## config.mk

```make
export PLATFORM = sky130hd
export DESIGN_NAME = md_sequencer_flat
export DESIGN_NICKNAME = d
export VERILOG_FILES = /design/src/rtl/md_sequencer_if.sv /design/src/rtl/md_sequencer.sv /design/src/flat_wrapper.sv
export SDC_FILE = /design/constraint.sdc
export NUM_CORES = 1
export LEC_CHECK = 0
export ABC_AREA = 1
export ABC_CLOCK_PERIOD_IN_PS = 3700
export CAP_MARGIN = 20
export CORE_MARGIN = 3
export CORE_UTILIZATION = 26
export CTS_BUF_LIST = sky130_fd_sc_hd__clkbuf_16
export DETAILED_ROUTE_END_ITERATION = 6
export PLACE_DENSITY = 0.4
export SLEW_MARGIN = 20
export SYNTH_ARGS = -nofsm -noshare
export SYNTH_HDL_FRONTEND = slang
export SYNTH_SLANG_ARGS = --single-unit
```

## constraint.sdc

```tcl
create_clock -name i_clk -period 3.7 [get_ports i_clk]
set_input_delay 0.74 -clock i_clk [delete_from_list [all_inputs] [get_ports i_clk]]
set_output_delay 0.74 -clock i_clk [all_outputs]
set_load 0.005 [all_outputs]
```

## src/rtl/md_sequencer_if.sv

```systemverilog
// rtl/md_sequencer_if.sv - execute-stage handshake between the pipeline and the multiply/divide unit
interface md_sequencer_if #(
    parameter int D_WIDTH = 32
);
    logic               start;
    logic               flush;
    logic [2:0]         md_op;
    logic [D_WIDTH-1:0] op_a;
    logic [D_WIDTH-1:0] op_b;
    logic [D_WIDTH-1:0] result;
    logic               done;
    logic               busy;
    logic               stall;

    modport master (
        output start, flush, md_op, op_a, op_b,
        input  result, done, busy, stall
    );

    modport slave (
        input  start, flush, md_op, op_a, op_b,
        output result, done, busy, stall
    );
endinterface

```

## src/rtl/md_sequencer.sv

```systemverilog
// rtl/md_sequencer.sv - iterative RV32M shift-add multiply / restoring divide with pipeline stall
module md_sequencer #(
    parameter int D_WIDTH = 32
) (
    input  logic            i_clk,
    input  logic            i_rst,
    md_sequencer_if.slave   io_md
);
    localparam int CW = $clog2(D_WIDTH);
    localparam int W  = D_WIDTH;

    typedef enum logic [1:0] {
        ST_IDLE = 2'd0,
        ST_CALC = 2'd1,
        ST_FIN  = 2'd2
    } state_t;

    state_t             r_state;
    state_t             w_next;
    logic [CW-1:0]      r_cnt;
    logic [2:0]         r_op;
    logic [W-1:0]       r_opnd;      // multiplicand or divisor magnitude
    logic [2*W-1:0]     r_acc;       // {hi, lo} product, or {remainder, quotient}
    logic               r_neg_main;  // negate product / quotient at the end
    logic               r_neg_rem;   // negate remainder at the end
    logic [W-1:0]       r_result;
    logic               r_done;

    logic               w_accept;
    logic               w_sign_a;
    logic               w_sign_b;
    logic [W-1:0]       w_mag_a;
    logic [W-1:0]       w_mag_b;
    logic [W:0]         w_mul_sum;
    logic [2*W-1:0]     w_mul_next;
    logic [W:0]         w_shift;
    logic [W:0]         w_diff;
    logic [2*W-1:0]     w_div_next;
    logic [2*W-1:0]     w_prod;
    logic [W-1:0]       w_quo;
    logic [W-1:0]       w_rem;
    logic [W-1:0]       w_fin;

    assign w_accept = (r_state == ST_IDLE) & io_md.start & ~r_done & ~io_md.flush;

    // Signed operands: op_a is signed for MUL/MULH/MULHSU/DIV/REM, op_b for MUL/MULH/DIV/REM.
    assign w_sign_a = io_md.op_a[W-1] & (io_md.md_op inside {3'd0, 3'd1, 3'd2, 3'd4, 3'd6});
    assign w_sign_b = io_md.op_b[W-1] & (io_md.md_op inside {3'd0, 3'd1, 3'd4, 3'd6});
    assign w_mag_a  = w_sign_a ? -io_md.op_a : io_md.op_a;
    assign w_mag_b  = w_sign_b ? -io_md.op_b : io_md.op_b;

    // One shift-add multiply step: add multiplicand into the high half when the low bit is set.
    assign w_mul_sum  = {1'b0, r_acc[2*W-1:W]} + (r_acc[0] ? {1'b0, r_opnd} : {(W+1){1'b0}});
    assign w_mul_next = {w_mul_sum, r_acc[W-1:1]};

    // One restoring divide step: shift in the next dividend bit, subtract when it fits.
    assign w_shift    = {r_acc[2*W-1:W], r_acc[W-1]};
    assign w_diff     = w_shift - {1'b0, r_opnd};
    assign w_div_next = w_diff[W] ? {w_shift[W-1:0], r_acc[W-2:0], 1'b0}
                                  : {w_diff[W-1:0],  r_acc[W-2:0], 1'b1};

    // Sign correction and result selection for the final edge.
    always_comb begin
        w_prod = r_neg_main ? -r_acc : r_acc;
        w_quo  = r_neg_main ? -r_acc[W-1:0] : r_acc[W-1:0];
        w_rem  = r_neg_rem ? -r_acc[2*W-1:W] : r_acc[2*W-1:W];
        case (r_op)
            3'd0:                w_fin = w_prod[W-1:0];
            3'd1, 3'd2, 3'd3:    w_fin = w_prod[2*W-1:W];
            3'd4, 3'd5:          w_fin = w_quo;
            default:             w_fin = w_rem;
        endcase
    end

    // State register.
    always_ff @(posedge i_clk) begin
        if (i_rst) r_state <= ST_IDLE;
        else       r_state <= w_next;
    end

    // Next-state logic; flush always returns to idle.
    always_comb begin
        w_next = r_state;
        case (r_state)
            ST_IDLE: if (w_accept) w_next = ST_CALC;
            ST_CALC: if (r_cnt == '0) w_next = ST_FIN;
            ST_FIN:  w_next = ST_IDLE;
            default: w_next = ST_IDLE;
        endcase
        if (io_md.flush) w_next = ST_IDLE;
    end

    // Datapath: operand capture, iteration, and result register.
    always_ff @(posedge i_clk) begin
        if (i_rst) begin
            r_cnt      <= '0;
            r_op       <= '0;
            r_opnd     <= '0;
            r_acc      <= '0;
            r_neg_main <= 1'b0;
            r_neg_rem  <= 1'b0;
            r_result   <= '0;
            r_done     <= 1'b0;
        end else begin
            r_done <= 1'b0;
            if (!io_md.flush) begin
                case (r_state)
                    ST_IDLE: begin
                        if (w_accept) begin
                            r_op      <= io_md.md_op;
                            r_cnt     <= CW'(D_WIDTH - 1);
                            r_neg_rem <= w_sign_a;
                            if (io_md.md_op[2]) begin
                                r_opnd     <= w_mag_b;
                                r_acc      <= {{W{1'b0}}, w_mag_a};
                                // Divide by zero keeps the all-ones quotient unsigned.
                                r_neg_main <= (w_sign_a ^ w_sign_b) & (io_md.op_b != '0);
                            end else begin
                                r_opnd     <= w_mag_a;
                                r_acc      <= {{W{1'b0}}, w_mag_b};
                                r_neg_main <= w_sign_a ^ w_sign_b;
                            end
                        end
                    end
                    ST_CALC: begin
                        r_acc <= r_op[2] ? w_div_next : w_mul_next;
                        if (r_cnt != '0) r_cnt <= r_cnt - CW'(1);
                    end
                    ST_FIN: begin
                        r_result <= w_fin;
                        r_done   <= 1'b1;
                    end
                    default: ;
                endcase
            end
        end
    end

    assign io_md.result = r_result;
    assign io_md.done   = r_done;
    assign io_md.busy   = (r_state != ST_IDLE);
    assign io_md.stall  = (io_md.start & ~r_done & ~io_md.flush) | (r_state != ST_IDLE);
endmodule

```

## src/flat_wrapper.sv

```systemverilog
// flat-port wrapper written by rule: the top's interface ports become plain ports
module md_sequencer_flat 
#(
    parameter int D_WIDTH = 32
)
  (i_clk, i_rst, io_md_start, io_md_flush, io_md_md_op, io_md_op_a, io_md_op_b, io_md_result, io_md_done, io_md_busy, io_md_stall);
  md_sequencer_if #(.D_WIDTH(D_WIDTH)) io_md_i ();
  input  logic i_clk;
  input  logic i_rst;
  input wire logic [$bits(io_md_i.start)-1:0] io_md_start;
  input wire logic [$bits(io_md_i.flush)-1:0] io_md_flush;
  input wire logic [$bits(io_md_i.md_op)-1:0] io_md_md_op;
  input wire logic [$bits(io_md_i.op_a)-1:0] io_md_op_a;
  input wire logic [$bits(io_md_i.op_b)-1:0] io_md_op_b;
  output wire logic [$bits(io_md_i.result)-1:0] io_md_result;
  output wire logic [$bits(io_md_i.done)-1:0] io_md_done;
  output wire logic [$bits(io_md_i.busy)-1:0] io_md_busy;
  output wire logic [$bits(io_md_i.stall)-1:0] io_md_stall;
  assign io_md_i.start = io_md_start;
  assign io_md_i.flush = io_md_flush;
  assign io_md_i.md_op = io_md_md_op;
  assign io_md_i.op_a = io_md_op_a;
  assign io_md_i.op_b = io_md_op_b;
  assign io_md_result = io_md_i.result;
  assign io_md_done = io_md_i.done;
  assign io_md_busy = io_md_i.busy;
  assign io_md_stall = io_md_i.stall;
  md_sequencer #(.D_WIDTH(D_WIDTH)) u_core (.i_clk(i_clk), .i_rst(i_rst), .io_md(io_md_i));
endmodule
```

* Yosys cells after proc, flatten, opt, wreduce, memory -nomap -nowiden
Cells that the tools add are included.
Operators by class: add/sub/neg operators 8, eq/ne operators 14, multiplexer cells 21, bitwise logic cells 12, reductions and logical operators 18
Operator list (count):
- two-way mux 64 bit | 4
- two-way mux 32 bit | 7
- negator 32 bit | 4
- case mux 64 bit (2 select lines) | 1
- case mux 32 bit (3 select lines) | 1
- negator 64 bit | 1
- adder 32 x 33 -> 33 bit | 1
- subtractor 33 x 32 -> 33 bit | 1
- nonzero test 32 bit | 1
- equality test 3 bit, second input constant | 4
- two-way mux 5 bit | 2
- case mux 5 bit (2 select lines) | 1
- nonzero test 5 bit | 2
- equality test 3 x 2 -> 1 bit, second input constant | 3
- AND 1 bit | 8
- equality test 3 x 1 -> 1 bit, second input constant | 2
- logical NOT 3 bit | 2
- != test 2 x 1 -> 1 bit, second input constant | 3
- AND reduction 3 bit | 2
- logical NOT 5 bit | 1
- subtractor 5 x 1 -> 5 bit, second input constant | 1
- two-way mux 2 bit | 2
- case mux 2 bit (2 select lines) | 1
- AND reduction 2 bit | 2
- other kinds (12) | 16
Word-level totals: flip-flop bits (word level) 141, input port bits 71, output and inout port bits 35, logic and storage cells 82

* Longest topological paths before layout
Gate-level depths: netlist of run 1.
depth in word-level cells 7, mapped depth 20, gate-level depth less buffers 18

* Worst setup path after synthesis of run 1
Ideal clock, no wire load.
path kind register to register, start register u_core.r_acc[0], end register u_core.r_acc[61], library setup time 0.132 ns, arrival 2.447 ns, data required time 3.568 ns, slack 1.121 ns, cell stages (with the launch flop) 20, buffers on the path 2, clock period less this slack 2.579 ns, path through dfxtp_1 > buf_6 > clkbuf_1 > nand2_1 > inv_1 > ha_1 > inv_1 > fa_1 > inv_1 > nand3_1 > nand2_1 > inv_1 > o21ai_0 > nand2_1 > nand3_1 > nand2_1 > nand3_1 > nand3_1 > nand3_1 > a21oi_1
Between the ends: word-level cells in the longest chain between the ends 4
Ends and longest elaborated chain:
- start, declared | RTL line md_sequencer.sv:23 | logic [2*W-1:0] r_acc;
- start signal, assigned | RTL line md_sequencer.sv:115 | r_acc <= {{W{1'b0}}, w_mag_a};
- start signal, assigned | RTL line md_sequencer.sv:120 | r_acc <= {{W{1'b0}}, w_mag_b};
- start signal, assigned | RTL line md_sequencer.sv:126 | r_acc <= r_op[2] ? w_div_next : w_mul_next;
- two-way mux 32 bit | RTL line md_sequencer.sv:53 | assign w_mul_sum = {1'b0, r_acc[2*W-1:W]} + (r_acc[0] ? {1'b0, r_opnd} : {(W+1){1'b0}});
- adder 32 x 33 -> 33 bit | RTL line md_sequencer.sv:53
- two-way mux 64 bit | RTL line md_sequencer.sv:126
- case mux 64 bit (2 select lines) | RTL line md_sequencer.sv:107 | case (r_state)
Every way passes these cells. A chain may end at the register's enable or synchronous reset.

* Final worst setup path of run 1
start register u_core.r_acc[32], end register u_core.r_acc[63]
Between the ends: word-level cells in the longest chain between the ends 4, elaborated cells on any way between the ends 5, those cells by class 2 x add/sub; 3 x mux
Ends and longest elaborated chain:
- subtractor 33 x 32 -> 33 bit | RTL line md_sequencer.sv:58 | assign w_diff = w_shift - {1'b0, r_opnd};
- two-way mux 64 bit | RTL line md_sequencer.sv:59 | assign w_div_next = w_diff[W] ? {w_shift[W-1:0], r_acc[W-2:0], 1'b0}
- two-way mux 64 bit (*) | RTL line md_sequencer.sv:126
- case mux 64 bit (2 select lines) (*) | RTL line md_sequencer.sv:107
Mark *: on every way between the ends. The rest lies on a longest branch, timed or not.

==> results by group, run 1 <==
Power and ir drop
  – Cell Pwr Density: 294 mW/mm²
  – Final Power: 0.00580 W
  – Leakage power total: 9.31 nW
  – Worst vdd ir: 0.000366 V

Final layout
  – Fin nets: 3299
  – Layout cell share with drive strength beyond 1: 0.0634
  – P&R area growth vs syn: 16.1%
  – FF/Latch Area: 0.00283 mm²
  – # diodes: 0
  – Combined area of the multi-input logic cells: 0.0119 mm²
  – Fin util: 0.306
  – Fillers: 7411

Die
  – Die Wd: 262 µm
  – # IOs: 106
  – Initial Util: 0.263
  – Full die area: 0.0685 mm²
  – Core box area: 0.0646 mm²
  – # rows: 93
  – Die span in y: 262 µm

STA
  – Slew @ Worst Pin: 1040 ps
  – Minimum clock period: 3270 ps
  – Final Skew: 19.1 ps
  – Fin. Hold Viols: 0
  – Setup TNS: 0 ps
  – Final Setup Violations: 0
  – RSZ-0062 raised after global routing: no
  – Hold slack: 466 ps
  – Final Max Tran Viols: 0
  – Slew headroom: 0.309
  – Post-route clock period utilization: 0.882
  – F_max: 306 MHz

Critical path
  – Setup crit start kind: register
  – Critical-path maximum fanout: 25
  – Worst EP required: 4110 ps
  – WP data arrival: 3680 ps
  – Kind of end point of the critical path: register
  – CP Class: register to register

Synth
  – Synth Cell Area: 0.0170 mm²
  – Syn Nets: 3229
  – Top cells by area, synth: nand2_1 (18%), dfxtp_1 (17%), inv_1 (10%), nand3_1 (9.0%), a21oi_1 (7.0%)
  – Synth top area share: 0.182
  – Mapped Avg Cell Area: 5.51 µm²
  – Cell taking the most area after synthesis: nand2_1
  – Ys async rst share: 0
  – Number of synthesized register bits: 141
  – Register area share after synthesis: 0.166
  – Most frequent cell after synthesis: nand2_1
  – Post-Syn Instances: 3086
  – Ys Warns: 0
  – Commonest cells in the netlist: nand2_1 (824), inv_1 (463), nor2_1 (309)
  – Synth unique cells: 60
  – Number of flops mapped to enable cells by yosys: 0
  – Ys flop type: dfxtp_1

Route
  – Avg WL per Cell: 21.9 µm
  – Drc violations: 3
  – Routed Antenna Nets: 0
  – Vias: 20700
  – First DRT Iteration DRCs: 1962
  – Final wirelength: 88.2 mm
  – Detailed-route vias per instance: 5.13
  – DRT Pass-1 Iters: 7

GRT
  – Gr ovfl total: 0
  – Initial antenna violation count: 0
  – Tot GR Track Use: 0.255
  – Vias in the first global route: 19600
  – Pin count of the biggest net entering global routing: 72
  – First-pass GRT wire length: 129 mm

CTS
  – Post-CTS resize count: 0
  – Worst-skew pair later-pin latency: 500 ps
  – CTS tree: yes
  – Hold-fix buffers at CTS: 0
  – Root buf cell: clkbuf_16
  – Worst-path clk slew: 80 ps
  – Postcts setup bufs: 0
  – # clock sinks: 141
  – CTS Buf Count: 17
  – H-tree lvl count: 4
  – Max clock buf depth: 2

Run status
  – Violations in the final reports: design-rule violations
  – Status: complete, but fails checks

Placement
  – Port bufs: 105
  – Global placer's final weighted congestion: 0.977
  – Post-DP HPWL: 71.0 mm

Min path
  – HP Class: register to register

Run
  – Max Cap Viol: 0
[final timing paths]
path                                        startpoint  slack, ps  cells after the start                                    to
setup reg to reg         u_core.r_acc[32]$_SDFFE_PP0P_        430                     17         u_core.r_acc[63]$_SDFFE_PP0P_
hold / removal    u_core.io_md.result[22]$_SDFFE_PP0P_        470                      2  u_core.io_md.result[22]$_SDFFE_PP0P_
hold reg to reg   u_core.io_md.result[22]$_SDFFE_PP0P_        470                      2  u_core.io_md.result[22]$_SDFFE_PP0P_
setup / recovery         u_core.r_acc[32]$_SDFFE_PP0P_        430                     17         u_core.r_acc[63]$_SDFFE_PP0P_
[cell type report]
cell class | instances | share of cell area
multi-input cells | 2352 | 0.601
inverters | 475 | 0.0904
clock buffers | 17 | 0.0216
well taps | 855 | 0.0542
flip-flops and latches | 141 | 0.143
repair buffers | 169 | 0.0793
clock inverters | 15 | 0.0106
[state kept, by name (all words and copies together), names as in the netlist]
name,count
u_core.r_state,2
u_core.r_op,3
u_core.r_neg_main,1
u_core.r_opnd,32
u_core.r_neg_rem,1
u_core.r_acc,64
u_core.io_md.result,32
u_core.r_cnt,5
u_core.io_md.done,1
[critical path, cell delays in order, from the launching register on]
cell,delay (ps)
dfxtp_1,590
inv_1,250
fa_1,500
inv_1,120
nand2_1,60
nand2_1,80
nand3_1,90
nand2_2,110
nand2_4,60
nand2_4,70
nand2_4,70
nand2_4,90
nand2_4,200
nand2_4,350
nand3_1,210
nand3_1,120
nand2_1,60
a21oi_1,110
[placed cells by master, fill, tap and decap left out, types with 9 or more instances in the layout]
cell type | Yosys | layout
a21oi_1 | 239 | 238
a21oi_2 | 8 | 9
a31oi_1 | 28 | 28
buf_4 | 0 | 61
clkbuf_16 | 0 | 17
clkdlybuf4s50_1 | 0 | 104
dfxtp_1 | 141 | 139
ha_1 | 70 | 70
inv_1 | 463 | 464
inv_2 | 11 | 12
nand2_1 | 824 | 824
nand2_2 | 16 | 16
nand3_1 | 307 | 307
nand3_2 | 15 | 15
nand3b_1 | 12 | 12
nand4_1 | 35 | 35
nor2_1 | 309 | 306
nor2_2 | 15 | 18
nor3_1 | 34 | 34
o211ai_1 | 27 | 27
o21ai_0 | 223 | 223
o21ai_1 | 12 | 12
or2_2 | 13 | 13
xnor2_1 | 15 | 15
xor2_1 | 64 | 64
[per-stage QoR]
stage	std cells	worst slack, ps	area [µm²]
after global placement	3992	409	19100
after CTS	4024	439	19700
after detailed placement	3992	407	19100
after global routing	4024	176	19700
after floorplan	3086	1120	17000
final	4024	435	19700
[kinds of logic (layout without fill, tap and decap cells)]
kind of cell | Yosys count | count (layout) | synth area share
and+or+nand+nor | 1610 | 1610 | 0.410
adders and majority gates | 72 | 72 | 0.0539
xor gates and xnor gates | 79 | 79 | 0.0407
DFF | 141 | 141 | 0.166
buffers and inverters | 593 | 676 | 0.137
AOI/OAI and AO/OA | 591 | 591 | 0.192
[metal layers]
metal  share of wire  GRT usage  vias up
li1                -          -    10100
met1            0.46      0.357     9641
met2            0.43      0.391      791
met3           0.066     0.0388      106
met4           0.039      0.100        0
met5               0          0        -
[where the power goes]
| part | switching, W | total [W] | internal, W | leakage, nW |
|---|---|---|---|---|
| combinational | 0.00151 | 0.00213 | 0.000621 | 7.86 |
| clock | 0.000859 | 0.00200 | 0.00114 | 0.308 |
| sequential | 0.0000945 | 0.00167 | 0.00158 | 1.15 |
| total | 0.00246 | 0.00580 | 0.00334 | 9.31 |
(Power assumes the default switching activity.)
==> run 2: changes to the inputs <==
--- a/config.mk
+++ b/config.mk
@@ -13,6 +13,7 @@
 export CTS_BUF_LIST = sky130_fd_sc_hd__clkbuf_16
 export DETAILED_ROUTE_END_ITERATION = 6
 export PLACE_DENSITY = 0.4
+export SETUP_SLACK_MARGIN = 0.5
 export SLEW_MARGIN = 20
 export SYNTH_ARGS = -nofsm -noshare
 export SYNTH_HDL_FRONTEND = slang
==> run 2 against run 1 <==
  * Cell area up 0.10%
  * Critical endpoint is now u_core.r_acc[61]$_SDFFE_PP0P_
  * Non-clock buffer count unchanged
  * Core utilization about the same
  * Die area unchanged
  * Flip-flop and latch count unchanged
  * Largest cell class unchanged
  * Largest power group unchanged
  * Total power up 0.10%
  * Highest routed layer unchanged
  * The run now ends clean
==> results by group, run 2 (synthesis gave the netlist of run 1 again) <==
Route
  – DR WL met2: 38.1 mm
  – Avg WL per Cell: 21.9 µm
  – Drc violations: 0
  – First DRT Iteration DRCs: 1926
  – Routed Antenna Nets: 0
  – M1 WL: 40.6 mm
  – Top sig layer: met4
  – DRT Pass-1 Iters: 6
  – Detailed-route vias per instance: 5.13
  – Final wirelength: 88.2 mm
  – Vias: 20700
  – Met3 WL post-DR: 6.03 mm

Run
  – Max Cap Viol: 0

STA
  – Fin. Hold Viols: 0
  – Setup TNS: 0 ps
  – RSZ-0062 raised after global routing: yes
  – Slew headroom: 0.310
  – F_max: 324 MHz
  – Slew @ Worst Pin: 1030 ps
  – Final Max Tran Viols: 0
  – Post-route clock period utilization: 0.833
  – Minimum clock period: 3080 ps
  – Final Setup Violations: 0
  – Final Skew: 21.1 ps

Critical path
  – Total stage count of the critical path: 16
  – Reg2Reg Capture Point: u_core.r_acc[61]$_SDFFE_PP0P_
  – Worst r2r src: u_core.r_acc[32]$_SDFFE_PP0P_
  – CP Class: register to register
  – R2R Setup Slk: 620 ps
  – Slowest cell delay on critical path: 480 ps
  – WP data arrival: 3400 ps
  – Buffer and inverter count on the worst path: 4
  – Setup crit start kind: register
  – CP most frequent cell: nand3_1
  – Family with the most delay on the worst path: simple AND/OR/NAND/NOR gates
  – R2R cell count: 16
  – Kind of end point of the critical path: register
  – Slowest CP cell: dfxtp_2
  – Crit path cell chain: ha_1 > inv_1 > fa_1 > inv_1 > nand3_1 > nand2_1 > inv_1 > o21ai_0 > buf_4 > nand2_1 > nand3_1 > nand2_1 > nand3_1 > nand3_1 > nand3_1 > a21oi_1
  – Worst EP required: 4020 ps
  – Worst setup path end: u_core.r_acc[61]$_SDFFE_PP0P_
  – Crit path from: u_core.r_acc[32]$_SDFFE_PP0P_
  – Critical-path maximum fanout: 9

Die
  – Initial Util: 0.263
  – Die span in y: 262 µm
  – Core box area: 0.0646 mm²
  – # IOs: 106
  – Full die area: 0.0685 mm²
  – Die Wd: 262 µm
  – # rows: 93

Min path
  – HP Class: register to register
  – Worst Hold Path Cells: 2

GRT
  – Pin count of the biggest net entering global routing: 72
  – Vias in the first global route: 19600
  – Tot GR Track Use: 0.255
  – Gr ovfl total: 0
  – First-pass GRT wire length: 129 mm
  – Initial antenna violation count: 0

Final layout
  – P&R area growth vs syn: 16.2%
  – Combined area of the multi-input logic cells: 0.0119 mm²
  – Most common cell after layout, fill and taps aside: nand2_1
  – Fillers: 7411
  – Largest Register: u_core.r_acc
  – Most frequent cells in the layout: nand2_1 (824), inv_1 (464), nand3_1 (307)
  – # diodes: 0
  – Fin nets: 3299
  – FF/Latch Area: 0.00283 mm²
  – Largest register FFs: 64
  – Layout cell share with drive strength beyond 1: 0.0653

Power and ir drop
  – Cell Pwr Density: 294 mW/mm²
  – Leakage power total: 9.32 nW
  – Worst vdd ir: 0.000364 V
  – Final Power: 0.00581 W

Placement
  – Post-DP HPWL: 71.0 mm
  – Port bufs: 105
  – Global placer's final weighted congestion: 0.977

CTS
  – CTS tree: yes
  – Root buf cell: clkbuf_16
  – Max clock buf depth: 2
  – Hold-fix buffers at CTS: 0
  – # clock sinks: 141
  – Worst-skew pair later-pin latency: 500 ps
  – H-tree lvl count: 4
  – CTS Buf Count: 17
  – Worst-path clk slew: 80 ps

Run status
  – Status: complete, no violations
==> run 2: changes by cell type in the layout (fill, tap and decap cells not counted) <==
cell     delta
nand2_4     -1
dfxtp_2     +4
nor2_1      -1
nand2_8     +1
a21oi_1     -1
nor2_2      +1
a21oi_2     +1
dfxtp_1     -4
==> run 2: worst reg2reg max path: stages (launching register included) <==
cell and delay (ps):
dfxtp_2 480, ha_1 340, inv_1 130, fa_1 410, inv_1 110, nand3_1 70
nand2_1 130, inv_1 90, o21ai_0 180, buf_4 180, nand2_1 50, nand3_1 120
nand2_1 110, nand3_1 80, nand3_1 170, nand3_1 180, a21oi_1 70
==> run 2: worst min-delay path by stage <==
stage                                                     from  slack (ps)                                   end
after floorplan                   u_core.r_cnt[0]$_SDFFE_PP0P_         430          u_core.r_cnt[0]$_SDFFE_PP0P_
after global placement            u_core.r_cnt[0]$_SDFFE_PP0P_         450          u_core.r_cnt[0]$_SDFFE_PP0P_
after detailed placement          u_core.r_cnt[0]$_SDFFE_PP0P_         450          u_core.r_cnt[0]$_SDFFE_PP0P_
after CTS                         u_core.r_cnt[0]$_SDFFE_PP0P_         470          u_core.r_cnt[0]$_SDFFE_PP0P_
after global routing      u_core.io_md.result[26]$_SDFFE_PP0P_         480  u_core.io_md.result[26]$_SDFFE_PP0P_
final                     u_core.io_md.result[22]$_SDFFE_PP0P_         470  u_core.io_md.result[22]$_SDFFE_PP0P_
==> run 2: repair_timing <==
| item | CTS | global route |
|---|---|---|
| resized for setup | 1 | 6 |
| gates cloned | 0 | 0 |
| setup buffers | 0 | 0 |
| endpoints found under the setup margin | 7 | 27 |
==> run 2: where the power goes <==
group	internal, W	total [W]	switching, W
clock	0.00114	0.00200	0.000862
combinational	0.000622	0.00214	0.00151
sequential	0.00158	0.00167	0.0000938
==> run 2: area by class of cell <==
| type | instances | share of cell area |
|---|---|---|
| inverter | 475 | 0.0903 |
| clock buffer | 17 | 0.0215 |
| clock inverter | 15 | 0.0106 |
| timing repair buffer | 169 | 0.0792 |
| multi-input combinational | 2352 | 0.601 |
| tap | 855 | 0.0542 |
| sequential | 141 | 0.143 |
==> run 2: stage by stage <==
step | hold WS, ps | instances | utilization | instance area [µm²] | worst slack [ps]
floorplan | 431 | 3086 | - | 17000 | 1120
global route | 484 | 4024 | 0.306 | 19800 | 460
detailed placement | 454 | 3992 | 0.296 | 19100 | 407
global placement | 451 | 3992 | 0.296 | 19100 | 409
CTS | 468 | 4024 | 0.306 | 19700 | 524
finish | 467 | 4024 | 0.306 | 19800 | 618
==> run 2: routing by layer <==
metal / up-vias / GRT usage
li1: 10100 / -
met1: 9658 / 0.357
met2: 775 / 0.391
met3: 109 / 0.0388
met4: 0 / 0.100
met5: - / 0
